`src/rtl/cpu_pkg.sv`:
```
`default_nettype none
// ============================================================================
// Module   : cpu_pkg
// Brief    : Shared opcodes, fetch state encoding and reset PC for the CPU.
// Revision : 1.0
// ============================================================================
package cpu_pkg;

    localparam logic [5:0] OP_RTYPE = 6'b000000;
    localparam logic [5:0] OP_BEQ   = 6'b001010;
    localparam logic [5:0] OP_BNEQ  = 6'b001011;
    localparam logic [5:0] OP_BGEZ  = 6'b001100;
    localparam logic [5:0] OP_J     = 6'b010101;
    localparam logic [5:0] OP_JR    = 6'b010110;
    localparam logic [5:0] OP_JAL   = 6'b010111;

    typedef enum logic [1:0] {
        FETCH_IDLE = 2'd0,
        FETCH_REQ  = 2'd1,
        FETCH_HOLD = 2'd2
    } fetch_state_e;

    localparam logic [31:0] DEFAULT_RESET_PC = 32'h0000_0000;

    function automatic logic [5:0] opcode_of(input logic [31:0] word);
        return word[31:26];
    endfunction

endpackage
`default_nettype wire

```
`src/rtl/next_pc_logic.sv`:
```
`default_nettype none
// ============================================================================
// Module   : next_pc_logic
// Brief    : Combinational next-PC selection (JR > J > taken branch > PC+4).
// Revision : 1.0
// ============================================================================
module next_pc_logic #(
    parameter int ADDR_W = 32
) (
    input  logic [ADDR_W-1:0] pc_plus4,
    input  logic [25:0]       instr,
    input  logic              jump,
    input  logic              jump_reg,
    input  logic              branch,
    input  logic              branch_taken,
    input  logic [ADDR_W-1:0] jr_target,
    output logic [ADDR_W-1:0] next_pc,
    output logic              misalign_det
);

    logic [ADDR_W-1:0] w_jump_target;
    logic [ADDR_W-1:0] w_jr_aligned;
    logic [ADDR_W-1:0] w_branch_off;
    logic [ADDR_W-1:0] w_branch_target;

    // Region bits come from PC+4, so a jump in the last slot of a 256 MB
    // region lands in the following region.
    assign w_jump_target   = {pc_plus4[ADDR_W-1:28], instr[25:0], 2'b00};
    assign w_jr_aligned    = {jr_target[ADDR_W-1:2], 2'b00};
    assign w_branch_off    = {{(ADDR_W-18){instr[15]}}, instr[15:0], 2'b00};
    assign w_branch_target = pc_plus4 + w_branch_off;

    always_comb begin
        next_pc = pc_plus4;
        if (jump && jump_reg) begin
            next_pc = w_jr_aligned;
        end else if (jump) begin
            next_pc = w_jump_target;
        end else if (branch && branch_taken) begin
            next_pc = w_branch_target;
        end
    end

    assign misalign_det = jump && jump_reg && (jr_target[1:0] != 2'b00);

endmodule
`default_nettype wire

```
`src/rtl/instr_fetch_unit.sv`:
```
`default_nettype none
// ============================================================================
// Module   : instr_fetch_unit
// Brief    : Req/ack instruction fetch with downstream stall and next-PC update.
// Revision : 1.0
// ============================================================================
module instr_fetch_unit
    import cpu_pkg::*;
#(
    parameter int                ADDR_W   = 32,
    parameter logic [ADDR_W-1:0] RESET_PC = ADDR_W'(DEFAULT_RESET_PC)
) (
    input  logic              clk,
    input  logic              rst_n,
    output logic              imem_req,
    output logic [ADDR_W-1:0] imem_addr,
    input  logic              imem_ack,
    input  logic [31:0]       imem_rdata,
    output logic [31:0]       instr,
    output logic [5:0]        opcode,
    output logic              instr_valid,
    input  logic              stall,
    input  logic              jump,
    input  logic              jump_reg,
    input  logic              branch,
    input  logic              branch_taken,
    input  logic [ADDR_W-1:0] jr_target,
    output logic [ADDR_W-1:0] pc,
    output logic [ADDR_W-1:0] pc_plus4,
    output logic              misalign
);

    localparam logic [1:0] c_st_idle = FETCH_IDLE;
    localparam logic [1:0] c_st_req  = FETCH_REQ;
    localparam logic [1:0] c_st_hold = FETCH_HOLD;

    logic [1:0]        r_state;
    logic [ADDR_W-1:0] r_pc;
    logic [31:0]       r_instr;
    logic              r_misalign;

    logic [ADDR_W-1:0] w_pc_plus4;
    logic [ADDR_W-1:0] w_next_pc;
    logic              w_misalign_det;
    logic              w_consume;

    assign w_pc_plus4 = r_pc + ADDR_W'(4);
    assign w_consume  = (r_state == c_st_hold) && !stall;

    next_pc_logic #(
        .ADDR_W (ADDR_W)
    ) u_next_pc (
        .pc_plus4     (w_pc_plus4),
        .instr        (r_instr[25:0]),
        .jump         (jump),
        .jump_reg     (jump_reg),
        .branch       (branch),
        .branch_taken (branch_taken),
        .jr_target    (jr_target),
        .next_pc      (w_next_pc),
        .misalign_det (w_misalign_det)
    );

    // Async reset drops imem_req immediately; an ack arriving later lands in
    // IDLE and is discarded.
    always_ff @(posedge clk or negedge rst_n) begin
        if (!rst_n) begin
            r_state    <= c_st_idle;
            r_pc       <= RESET_PC;
            r_instr    <= 32'h0;
            r_misalign <= 1'b0;
        end else begin
            case (r_state)
                c_st_idle: begin
                    r_state <= c_st_req;
                end
                c_st_req: begin
                    if (imem_ack) begin
                        r_instr <= imem_rdata;
                        r_state <= c_st_hold;
                    end
                end
                c_st_hold: begin
                    if (w_consume) begin
                        r_pc    <= w_next_pc;
                        r_state <= c_st_req;
                        if (w_misalign_det) begin
                            r_misalign <= 1'b1;
                        end
                    end
                end
                default: begin
                    r_state <= c_st_idle;
                end
            endcase
        end
    end

    assign imem_req    = (r_state == c_st_req);
    assign imem_addr   = r_pc;
    assign instr       = r_instr;
    assign opcode      = opcode_of(r_instr);
    assign instr_valid = (r_state == c_st_hold);
    assign pc          = r_pc;
    assign pc_plus4    = w_pc_plus4;
    assign misalign    = r_misalign;

endmodule
`default_nettype wire

```
`config.mk`:
```
export PLATFORM = sky130hd
export DESIGN_NAME = instr_fetch_unit
export DESIGN_NICKNAME = d
export VERILOG_FILES = /design/src/rtl/cpu_pkg.sv /design/src/rtl/next_pc_logic.sv /design/src/rtl/instr_fetch_unit.sv
export SDC_FILE = /design/constraint.sdc
export NUM_CORES = 1
export LEC_CHECK = 0
export BUFFER_PORTS_ARGS = -buffer_cell sky130_fd_sc_hd__clkbuf_2
export CORE_ASPECT_RATIO = 1.1
export CORE_MARGIN = 1.5
export CORE_UTILIZATION = 52
export CTS_BUF_LIST = sky130_fd_sc_hd__clkbuf_8
export DETAILED_ROUTE_END_ITERATION = 16
export PLACE_DENSITY = 0.83
export SYNTH_ARGS = -nofsm -noshare
export SYNTH_HDL_FRONTEND = slang
export SYNTH_SLANG_ARGS = --single-unit
```
`constraint.sdc`:
```
create_clock -name clk -period 3.9 [get_ports clk]
set_clock_uncertainty 0.15 [all_clocks]
set_input_delay 0.975 -clock clk [delete_from_list [all_inputs] [get_ports clk]]
set_output_delay 0.975 -clock clk [all_outputs]
set_load 0.005 [all_outputs]
```
Yosys cells after proc, flatten, opt, wreduce, memory -nomap -nowiden
Cells that the tools add are included.
Cells by class
  add/sub/neg operators: 2
  multiply operators: 0
  divide/modulo/power cells: 0
  order comparisons: 0
  eq/ne operators: 4
  shift operators: 0
  mux-type cells: 6
  bitwise gates (word level): 0
  reduce and logical (&&, ||, !) cells: 11
Operators by type and width (count)
  $mux 32: 3
  $add 32x3->32 const B: 1
  $add 32x32->32: 1
  $pmux 2 s3: 1
  $reduce_and 2->1: 3
  $logic_and 1x1->1: 4
  $mux 2: 2
  $ne 2x1->1 const B: 2
  $reduce_and 3->1: 1
  $eq 2x1->1 const B: 1
  $eq 2x2->1 const B: 1
  $logic_not 2->1: 1
  $reduce_bool 2->1: 1
  $logic_not 1->1: 1
Word-level totals
  register bits after elaboration: 67
  latch bits: 0
  bits in writable memories: 0
  ROM bits: 0
  output and inout bits: 137
  logic and storage cells: 27
  memories: 0

Logic depth before layout (Yosys ltp)
Gate-level depths: netlist of the first run.
  word-level depth: 5
  gate-level depth with buffers: 17
  gate-level depth less buffers: 16

Modules after synthesis
A second synthesis of the first run with hierarchy kept.
Second synthesis, totals
  cells, all modules: 626
  area, all modules: 5818.1 sq um
By module, submodules not included
  instr_fetch_unit: times used 1, cells an instance 270, area an instance 3388.2 sq um, seq. area each 1676.6 sq um
  next_pc_logic: times used 1, cells an instance 356, area an instance 2429.8 sq um, seq. area each 0.0 sq um

Worst setup path before layout of the first run
No wires, ideal clock.
  kind: register to register
  start point: register r_pc[2], in the netlist imem_addr[2]
  end point: register r_pc[31], in the netlist imem_addr[31]
  data arrival time: 3.358 ns
  path slack: 0.260 ns
  stages on the path, launching flop included: 15
  buffers on the path: 0
  clock period less this slack: 3.640 ns
  path through: dfrtp_1 > ha_1 > nand3_1 > or2_2 > nor2_1 > xor2_1 > ha_1 > a21o_1 > a2111o_1 > a21oi_1 > or3_1 > o21ai_1 > a221oi_1 > xnor2_1 > o21ai_0
Between the ends
  word-level cells in the longest chain between the ends: 5
RTL lines
  from (decl): RTL line instr_fetch_unit.sv:38  | logic [ADDR_W-1:0] r_pc;
  from (signal assigned): RTL line instr_fetch_unit.sv:85  | r_pc <= w_next_pc;
  $add 32x3->32: RTL line instr_fetch_unit.sv:47  | assign w_pc_plus4 = r_pc + ADDR_W'(4);
  named net pc_plus4[12]: RTL line instr_fetch_unit.sv:29  | output logic [ADDR_W-1:0] pc_plus4,
  $add 32x32->32: RTL line next_pc_logic.sv:31  | assign w_branch_target = pc_plus4 + w_branch_off;
  $mux 32: RTL line next_pc_logic.sv:39  | end else if (branch && branch_taken) begin
  $mux 32: RTL line next_pc_logic.sv:37  | end else if (jump) begin
  $mux 32: RTL line next_pc_logic.sv:35  | if (jump && jump_reg) begin
The timed path passes the listed nets, and every way through them passes these cells.
A chain may end at the register's enable or synchronous reset.

Worst setup path in the final report of the first run
  start point: register r_pc[6], in the netlist imem_addr[6]
  end point: register r_pc[29], in the netlist imem_addr[29]
Between the ends
  word-level cells in the longest chain between the ends: 5
RTL lines (RTL line)
  $add 32x3->32 (*): instr_fetch_unit.sv:47
  $add 32x32->32: next_pc_logic.sv:31
  $mux 32: next_pc_logic.sv:39
  $mux 32 (*): next_pc_logic.sv:37
  $mux 32 (*): next_pc_logic.sv:35
Mark *: on every way between the ends. The rest lies on a longest branch, timed or not.

==> results of run 1 <==
cell families (layout without fill, tap and decap cells):
kind of cell	count (synthesis)	count (layout)
simple gates	189	189
compound gates	171	171
other cells	1	6
mux	61	61
xor+xnor	49	49
buf+inv	80	262
fa+ha+maj	37	37
flops	65	65
worst max-delay path by stage:
stage | from | endpoint | slack (ps) | cells after the start
final | imem_addr[6] | imem_addr[29] | 140 | 15
after global routing | imem_addr[6] | imem_addr[28] | -20 | 14
after CTS | imem_addr[6] | imem_addr[29] | 20 | 16
after detailed placement | imem_addr[6] | imem_addr[31] | -10 | 14
after global placement | imem_addr[6] | imem_addr[22] | 120 | 14
after floorplan | imem_addr[2] | imem_addr[31] | 260 | 14
state kept, by name, summed over array words and instances, names as in the netlist:
register / flops
misalign: 1
imem_addr: 30
instr: 32
r_state: 2
placed cells by master, fill, tap and decap left out, types with 17 or more instances in the layout:
cell,count
a21o_1,23
a21oi_1,36
buf_4,32
clkbuf_2,201
dfrtp_1,63
ha_1,34
mux2_2,37
mux2i_1,24
nand2_1,73
nand3_1,17
nor2_1,38
o21ai_0,43
xnor2_1,30
metrics by stage:
| step | setup slack, ps | instance area (µm²) |
|---|---|---|
| 2_1_floorplan | 260 | 5740 |
| 3_3_place_gp | 117 | 6760 |
| 3_5_place_dp | -13.9 | 6760 |
| 4_1_cts | 17.6 | 6980 |
| 5_1_grt | -21.0 | 7090 |
| 6_report | 139 | 7090 |
report_power, final:
part	leakage, nW	switching (mW)	internal, mW
combinational	2.75	2.45	2.24
clock	0.101	0.301	0.295
sequential	0.771	0.456	1.01
final cells by class:
| type | instances | area, µm² | area share [%] |
|---|---|---|---|
| inverter | 11 | 41.3 | 0.582 |
| clock inverter | 7 | 72.6 | 1.02 |
| timing repair buffer | 235 | 1270 | 17.9 |
| multi-input combinational | 513 | 3770 | 53.2 |
| sequential | 65 | 1630 | 23.0 |
| tap | 147 | 184 | 2.59 |
| clock buffer | 9 | 124 | 1.75 |
routing by layer:
metal	vias up	part of all wire [%]	wire length [µm]
li1	2675	-	-
met4	0	2.9	496
met2	259	49	8330
met1	2696	41	6950
met5	-	0	0
met3	41	6.7	1130
repair_timing:
action | 4_1_cts | 5_1_grt
gates resized for setup | 4 | 21
hold endpoints to repair | 0 | 0
cloned | 0 | 0
setup endpoints to repair | 3 | 14
pin swaps | 2 | 5
buffers inserted | 0 | 1
==> flow_metrics.tcl, run 1 <==
set metrics [dict create \
    drt_iter0_markers 261 \
    min_to "misalign" \
    wl_per_cell_um 17.1 \
    drv_slew 0 \
    fmax_mhz 266 \
    grt.busiest_layer "met2" \
    dpl.hpwl_um 12900 \
    clock_latency_ps 370 \
    synthesis.area_um2 5720 \
    yosysSeqAreaShare_pct 28.4 \
    final_core_util_pct 65.6 \
    detail-route-antenna-nets 0 \
    grt_max_degree 39 \
    clkTransAtPathRegs_ps 80 \
    yosysMostFrequentCell "nand2_1" \
    outcome "complete, no violations" \
    fp-row-count 40 \
    min_path_cells 1 \
    grt_pass1_vias 5311 \
    overflow 0 \
    hold_class "flip-flop to flip-flop" \
    vias 5671 \
    synth-compound-area-share_pct 19.3 \
    critPathSlowestCell "dfrtp_2" \
    synth_edf_count 0 \
    cp.required_ps 4060 \
    reg2reg_to "imem_addr[29]" \
    core_area_um2 10800 \
    cpPeakStageDelay_ps 420 \
    synth_commonest_cells "73 x nand2_1, 65 x dfrtp_1, 44 x buf_4, 44 x o21ai_0, 39 x nor2_1" \
    fp.dieH_um 113 \
    antennaDiodeCount 0 \
    routed_via_density 5.75 \
    io_buffers 202 \
    grt_usage_pct 29.8 \
    cts_tree "yes" \
    setup_viol 0 \
    rsz0062_at_grt "true" \
    post-synth-top-area-cell "dfrtp_1" \
    holdBufCountCts 0 \
    synth_top_area_share_pct 28.4 \
    drive_above_1_share_pct 38.8 \
    startpoint_type "flip-flop" \
    grtUsageMet1_pct 38.2 \
    antenna_found_initial 0 \
    setup_tns_ps 0 \
    yosys-top-cells-area "dfrtp_1 28%, ha_1 7.9%, mux2_2 7.3%" \
    grt_pass1_wl_um 26700 \
    tightest_slew_ps 939 \
    numCtsBuffers 9 \
    root_buffer "clkbuf_8" \
    die-area_um2 11600 \
    finalNonFillerCells 987 \
    r2r_start "imem_addr[6]" \
    critPathCaptureType "flip-flop" \
    min-delay-start "misalign" \
    ir_worst_vdd_v 0.000431 \
    fill_cells 949 \
    critical_path_class "flip-flop to flip-flop" \
    min_period_ps 3760 \
    total_power_mw 6.75 \
    period_share_pct 96.4 \
    async_flop_share_pct 100 \
    yosysWarnings 0 \
    clockBufferDepth 2 \
    synth_top_family_by_area "compound AO/OA/AOI/OAI gates" \
    gp_congestion 0.893 \
    yosys.area_share.simple_pct 16.6 \
    drc 0 \
    leakagePower_nw 3.62 \
    ys_seq_elements 65 \
    drv_cap 0 \
    syn_avg_cell_area_um2 8.77 \
    crit_buf_inv 1 \
    cp_max_fo 6 \
    initial_core_util_pct 53.0 \
    cts.sinks 65 \
    nets 944 \
    use_met2_pct 49.1 \
    use_met3_pct 4.88 \
    powerDensity_nw_per_um2 951 \
    synth_ff_type "dfrtp_1" \
    syn_inst 653 \
    wl_um 16900 \
    cpLargestDelayFamily "compound AO/OA/AOI/OAI gates" \
    detail_route.first_pass.iterations 4 \
    relSlewSlack_pct 37.4 \
    io_pins 209 \
    area_growth_pct 23.9 \
    reg2reg_depth 15 \
    ys_types 61 \
    synthMuxAreaShare_pct 11.5 \
    synthXorXnorAreaFrac_pct 7.63 \
    reg2reg_slack_ps 140 \
    hold-worst-slack_ps 356 \
    arrival_ps 3920 \
    place_inst 970 \
    synthAdderAreaFrac_pct 8.22 \
    hold_violations 0 \
    h-tree-depth 3 \
    die_w_um 103 \
    crit_chain "and3_2 -> nand3_2 -> or2_2 -> xnor2_1 -> ha_1 -> nand2_1 -> nor3_2 -> o21a_1 -> a21oi_2 -> buf_4 -> o31a_1 -> o31ai_2 -> mux2i_1 -> o221ai_1 -> nand3_1" \
]
No activity file was read; power rests on OpenSTA's default activity.
==> run 2: changes to the inputs <==
CORE_UTILIZATION = 50   (was 52)
PLACE_DENSITY = 0.81   (was 0.83)
RECOVER_POWER = 25   (was default)
==> run 2 against run 1 <==
Net effect:
- the flow now finishes with violations (max-capacitance violations, max-slew violations)
- setup slack got worse by 100 ps
- power up 1.2%
- wire length is 2.5% higher
- critical endpoint is now imem_addr[30]
- fmax fell by 2.6%
- combinational power rose by 0.9%
- cell count did not move
- design area barely moved
- utilization shrank 1.5 points
- critical path depth is the same
==> flow_metrics.tcl, run 2 (synthesis results as in run 1) <==
set metrics [dict create \
    setup_slack_ps 39.2 \
    critPathSlowestCell "ha_2" \
    grt_pass1_wl_um 27200 \
    violations "max-capacitance violations, max-slew violations" \
    crit_chain "and3_2 -> nand3_2 -> nor3_4 -> buf_4 -> nand4_1 -> xnor2_2 -> ha_2 -> nand3_1 -> a211o_1 -> nor4bb_4 -> o31ai_2 -> buf_4 -> nor2_1 -> a21oi_1 -> o211ai_1" \
    largest_reg_flops 32 \
    relSlewSlack_pct -22.5 \
    fmax_mhz 259 \
    p_switching_mw 3.23 \
    ir_worst_vdd_v 0.000531 \
    pwr-share-clk_pct 9.7 \
    cts.sinks 65 \
    rsz0062_at_grt "true" \
    place_inst 968 \
    cp_max_fo 7 \
    area_growth_pct 23.8 \
    h-tree-depth 3 \
    core_area_um2 11100 \
    drt_iter0_markers 340 \
    cts_tree "yes" \
    p_int_mw 3.60 \
    antennaDiodeCount 0 \
    arrival_ps 3950 \
    startpoint_type "flip-flop" \
    cp.required_ps 3990 \
    fp-row-count 40 \
    die_w_um 105 \
    fp.dieH_um 115 \
    cp-endpoint "imem_addr[30]" \
    reg2reg_slack_ps 40 \
    gp_congestion 0.941 \
    reg2reg_depth 15 \
    io_buffers 202 \
    clkTransAtPathRegs_ps 80 \
    setup_viol 0 \
    detail-route-antenna-nets 0 \
    dpl.hpwl_um 13000 \
    cpPeakStageDelay_ps 420 \
    swShare_pct 47.3 \
    period_share_pct 99.0 \
    clock_latency_ps 360 \
    hold-worst-slack_ps 355 \
    overflow 0 \
    vias 5660 \
    wl_um 17300 \
    hold_class "flip-flop to flip-flop" \
    drv_cap 1 \
    min_period_ps 3860 \
    critical_path_class "flip-flop to flip-flop" \
    antenna_found_initial 0 \
    crit_start "imem_addr[6]" \
    critPathCaptureType "flip-flop" \
    nets 944 \
    reg2reg_to "imem_addr[30]" \
    root_buffer "clkbuf_8" \
    routed_via_density 5.73 \
    drc 0 \
    wl_per_cell_um 17.6 \
    final_common_cell "clkbuf_2" \
    p_comb_share_pct 69.3 \
    leakagePower_nw 3.63 \
    hold_violations 0 \
    finalNonFillerCells 987 \
    initial_core_util_pct 51.8 \
    crit_top_cell "buf_4" \
    grt_max_degree 42 \
    grt_usage_pct 28.5 \
    min-delay-start "misalign" \
    final_cell_mix "201 x clkbuf_2, 73 x nand2_1, 65 x dfrtp_1" \
    place_ws_ps 94.6 \
    detail_route.first_pass.iterations 4 \
    die-area_um2 12100 \
    drive_above_1_share_pct 38.2 \
    grt_pass1_vias 5345 \
    powerDensity_nw_per_um2 963 \
    numCtsBuffers 9 \
    clockBufferDepth 2 \
    io_pins 209 \
    outcome "finished with violations" \
    tightest_slew_ps 1840 \
    drv_slew 32 \
    seq_power_share_pct 21.0 \
    r2r_start "imem_addr[6]" \
]
-- run 2: cell types whose count changed in the layout (fill, tap and decap cells not counted), sizes merged --
cell | before | now
buf | 34 | 32
bufinv | 1 | 2
clkbuf | 210 | 212
inv | 12 | 11
-- run 2: cell type report --
class | count | area, µm²
multi-input cells | 513 | 3760
inverters | 11 | 41.3
fillers | 963 | 3970
clock buffers | 9 | 124
clock inverters | 7 | 95.1
flip-flops and latches | 65 | 1630
well taps | 147 | 184
repair buffers | 235 | 1250
-- run 2: how the worst min path moves through the flow --
stage                     slack (ps)  endpoint  depth (start not counted)
after floorplan                  320  misalign                          1
after global placement           310  misalign                          1
after detailed placement         340  misalign                          1
after CTS                        360  misalign                          1
after global routing             370  misalign                          1
final                            350  misalign                          1
-- run 2: worst max-delay path: cells and delay by family, from the launching register on --
family | cells | cell delay, ps
compound gates | 4 | 950
fa+ha+maj | 1 | 420
simple gates | 7 | 1230
flops | 1 | 390
xor+xnor | 1 | 230
buf+inv | 2 | 360
-- run 2: what timing repair did --
item / CTS / global route
hold buffers: 0 / 0
setup buffers: 0 / 3
gates resized for setup: 1 / 23
pin swaps: 2 / 3
endpoints found under the setup margin: 2 / 16
-- run 2: layer usage --
metal	share of wire [%]	GRT usage, %	wire (µm)
met1	41	36.1	7170
met2	49	48.1	8490
met3	6.9	5.73	1200
met4	2.7	11.1	462
met5	0	0	0
-- run 2: power groups by stage --
stage	clock [mW]	sequential, mW	combinational [mW]
2_1_floorplan	0	1.42	3.13
3_3_place_gp	0	1.42	4.43
3_5_place_dp	0	1.43	4.50
4_1_cts	0.668	1.42	4.54
5_1_grt	0.699	1.49	5.19
6_report	0.662	1.44	4.73
-- run 2: metrics by stage --
step           power, mW  utilization [%]  instance area (µm²)  setup TNS [ps]
3_5_place_dp        5.93             61.0                 6740               0
5_1_grt             7.38             64.1                 7090            -391
2_1_floorplan       4.55                -                 5740               0
4_1_cts             6.63             63.0                 6970               0
3_3_place_gp        5.85             61.0                 6740               0
6_report            6.82             64.1                 7090               0
==> run 3: changes to the inputs <==
CTS_BUF_LIST = sky130_fd_sc_hd__clkbuf_16   (was sky130_fd_sc_hd__clkbuf_8)
==> run 3 against run 2 <==
Net effect:
- the run still ends with max-capacitance violations, max-slew violations left
- clock-buffer cell count did not move
- fmax rose by 3.2%
- design area rose by 1.1%
- register-to-register slack improved by 120 ps
- via count barely moved
- flip-flop and latch count did not move
- power rose by 3.3%
- wire length barely moved
- die area did not move
- largest power group unchanged
==> flow_metrics.tcl, run 3 (synthesis results as in run 1) <==
set metrics [dict create \
    holdBufCountCts 0 \
    overflow 0 \
    area_growth_pct 25.2 \
    reg2reg_depth 16 \
    startpoint_type "flip-flop" \
    grt_max_degree 42 \
    detail-route-antenna-nets 0 \
    die-area_um2 12100 \
    nets 943 \
    crit_buf_inv 2 \
    critPathCaptureType "flip-flop" \
    relSlewSlack_pct -20.2 \
    grt_pass1_wl_um 27400 \
    reg2reg_to "imem_addr[31]" \
    largest_reg_flops 32 \
    min_to "misalign" \
    hold_violations 0 \
    wl_met3_um 1170 \
    multi_input_area_um2 3750 \
    total_power_mw 7.05 \
    drv_slew 32 \
    antennaDiodeCount 0 \
    cp.required_ps 3960 \
    fp.dieH_um 115 \
    crit_chain "buf_4 -> nand2_1 -> nor4_4 -> buf_4 -> and3_2 -> nand4_1 -> xnor2_2 -> ha_1 -> a21o_1 -> a21o_1 -> a211oi_1 -> o21bai_1 -> a21o_1 -> a221oi_1 -> xnor2_1 -> o21ai_0" \
    io_pins 209 \
    place_ws_ps 94.6 \
    drv_cap 1 \
    violations "max-capacitance violations, max-slew violations" \
    clkTransAtPathRegs_ps 60 \
    arrival_ps 3800 \
    clockBufferDepth 2 \
    cts_tree "yes" \
    dpl.hpwl_um 13000 \
    final_cell_mix "201 x clkbuf_2, 73 x nand2_1, 65 x dfrtp_1" \
    vias 5662 \
    placed_cell_area_um2 6740 \
    setup_slack_ps 158 \
    hold-worst-slack_ps 350 \
    root_buffer "clkbuf_16" \
    wl_per_cell_um 17.6 \
    die_w_um 105 \
    post-route-cell-area_um2 7160 \
    critical_path_class "flip-flop to flip-flop" \
    wl_met1_um 7210 \
    cpLargestDelayFamily "compound AO/OA/AOI/OAI gates" \
    numCtsBuffers 9 \
    hold_class "flip-flop to flip-flop" \
    antenna_found_initial 0 \
    clock_latency_ps 330 \
    reg2reg_slack_ps 160 \
    fp-row-count 40 \
    cp.depth 16 \
    h-tree-depth 3 \
    critPathSlowestCell "dfrtp_1" \
    io_buffers 202 \
    core_area_um2 11100 \
    ir_worst_vdd_v 0.000571 \
    final_core_util_pct 64.8 \
    drc 0 \
    drive_above_1_share_pct 37.8 \
    regArea_um2 1630 \
    cp_max_fo 7 \
    period_share_pct 95.9 \
    grt_pass1_vias 5404 \
    setup_viol 0 \
    outcome "finished with violations" \
    initial_core_util_pct 51.8 \
    routed_via_density 5.74 \
    r2r_start "imem_addr[2]" \
    fmax_mhz 267 \
    min-delay-start "misalign" \
    min_path_cells 1 \
    cts.sinks 65 \
    cpPeakStageDelay_ps 360 \
    tightest_slew_ps 1800 \
    drt_iter0_markers 371 \
    dr_wl_met2_um 8480 \
    gp_congestion 0.941 \
    wl_um 17300 \
    final_common_cell "clkbuf_2" \
    grt_usage_pct 28.6 \
    crit_top_cell "a21o_1" \
    fill_cells 947 \
    min_period_ps 3740 \
    powerDensity_nw_per_um2 984 \
    rsz0062_at_grt "true" \
    detail_route.first_pass.iterations 6 \
    top_layer "met4" \
    leakagePower_nw 3.66 \
]
==> run 3: cell count changes in the layout (fill, tap and decap cells not counted) <==
cell | before | now
o21ai_0 | 42 | 43
a221oi_1 | 3 | 4
o21ai_1 | 2 | 1
a221oi_2 | 1 | 0
xnor2_2 | 6 | 5
buf_4 | 32 | 31
ha_1 | 34 | 35
ha_2 | 2 | 1
xnor2_1 | 29 | 30
clkbuf_16 | 0 | 9
clkbuf_8 | 9 | 0
==> run 3: cell type report <==
type | instances | share of cell area [%]
clock buffers | 9 | 3.14
clock inverters | 7 | 1.33
inverters | 11 | 0.576
multi-input cells | 513 | 52.3
flip-flops and latches | 65 | 22.7
well taps | 147 | 2.57
repair buffers | 234 | 17.4
==> run 3: stage by stage <==
stage	cells	TNS (ps)
CTS	984	0
detailed placement	968	0
floorplan	658	0
global placement	968	0
finish	986	0
global route	986	-74.6
==> run 3: worst max-delay path by stage <==
stage                       startpoint       endpoint  slack [ps]
after floorplan           imem_addr[2]  imem_addr[31]         260
after global placement    imem_addr[7]  imem_addr[29]         130
after detailed placement  imem_addr[2]  imem_addr[31]          90
after CTS                 imem_addr[2]  imem_addr[31]           4
after global routing      imem_addr[2]  imem_addr[22]         -70
final                     imem_addr[2]  imem_addr[31]         160
==> run 3: where the power goes <==
| part | switching [mW] | internal [mW] |
|---|---|---|
| clock | 0.328 | 0.560 |
| sequential | 0.430 | 1.01 |
| combinational | 2.50 | 2.22 |
==> run 3: layer usage <==
layer  GRT usage [%]  vias up
met4            11.3        0
met2            47.9      246
met1            36.6     2699
met3            5.56       39
met5               0        -
li1                -     2678
==> run 3: what timing repair did <==
| item | in CTS | in global routing |
|---|---|---|
| gates resized for setup | 1 | 19 |
| setup endpoints to repair | 1 | 15 |
| setup buffers | 0 | 2 |
| pin swaps | 0 | 3 |
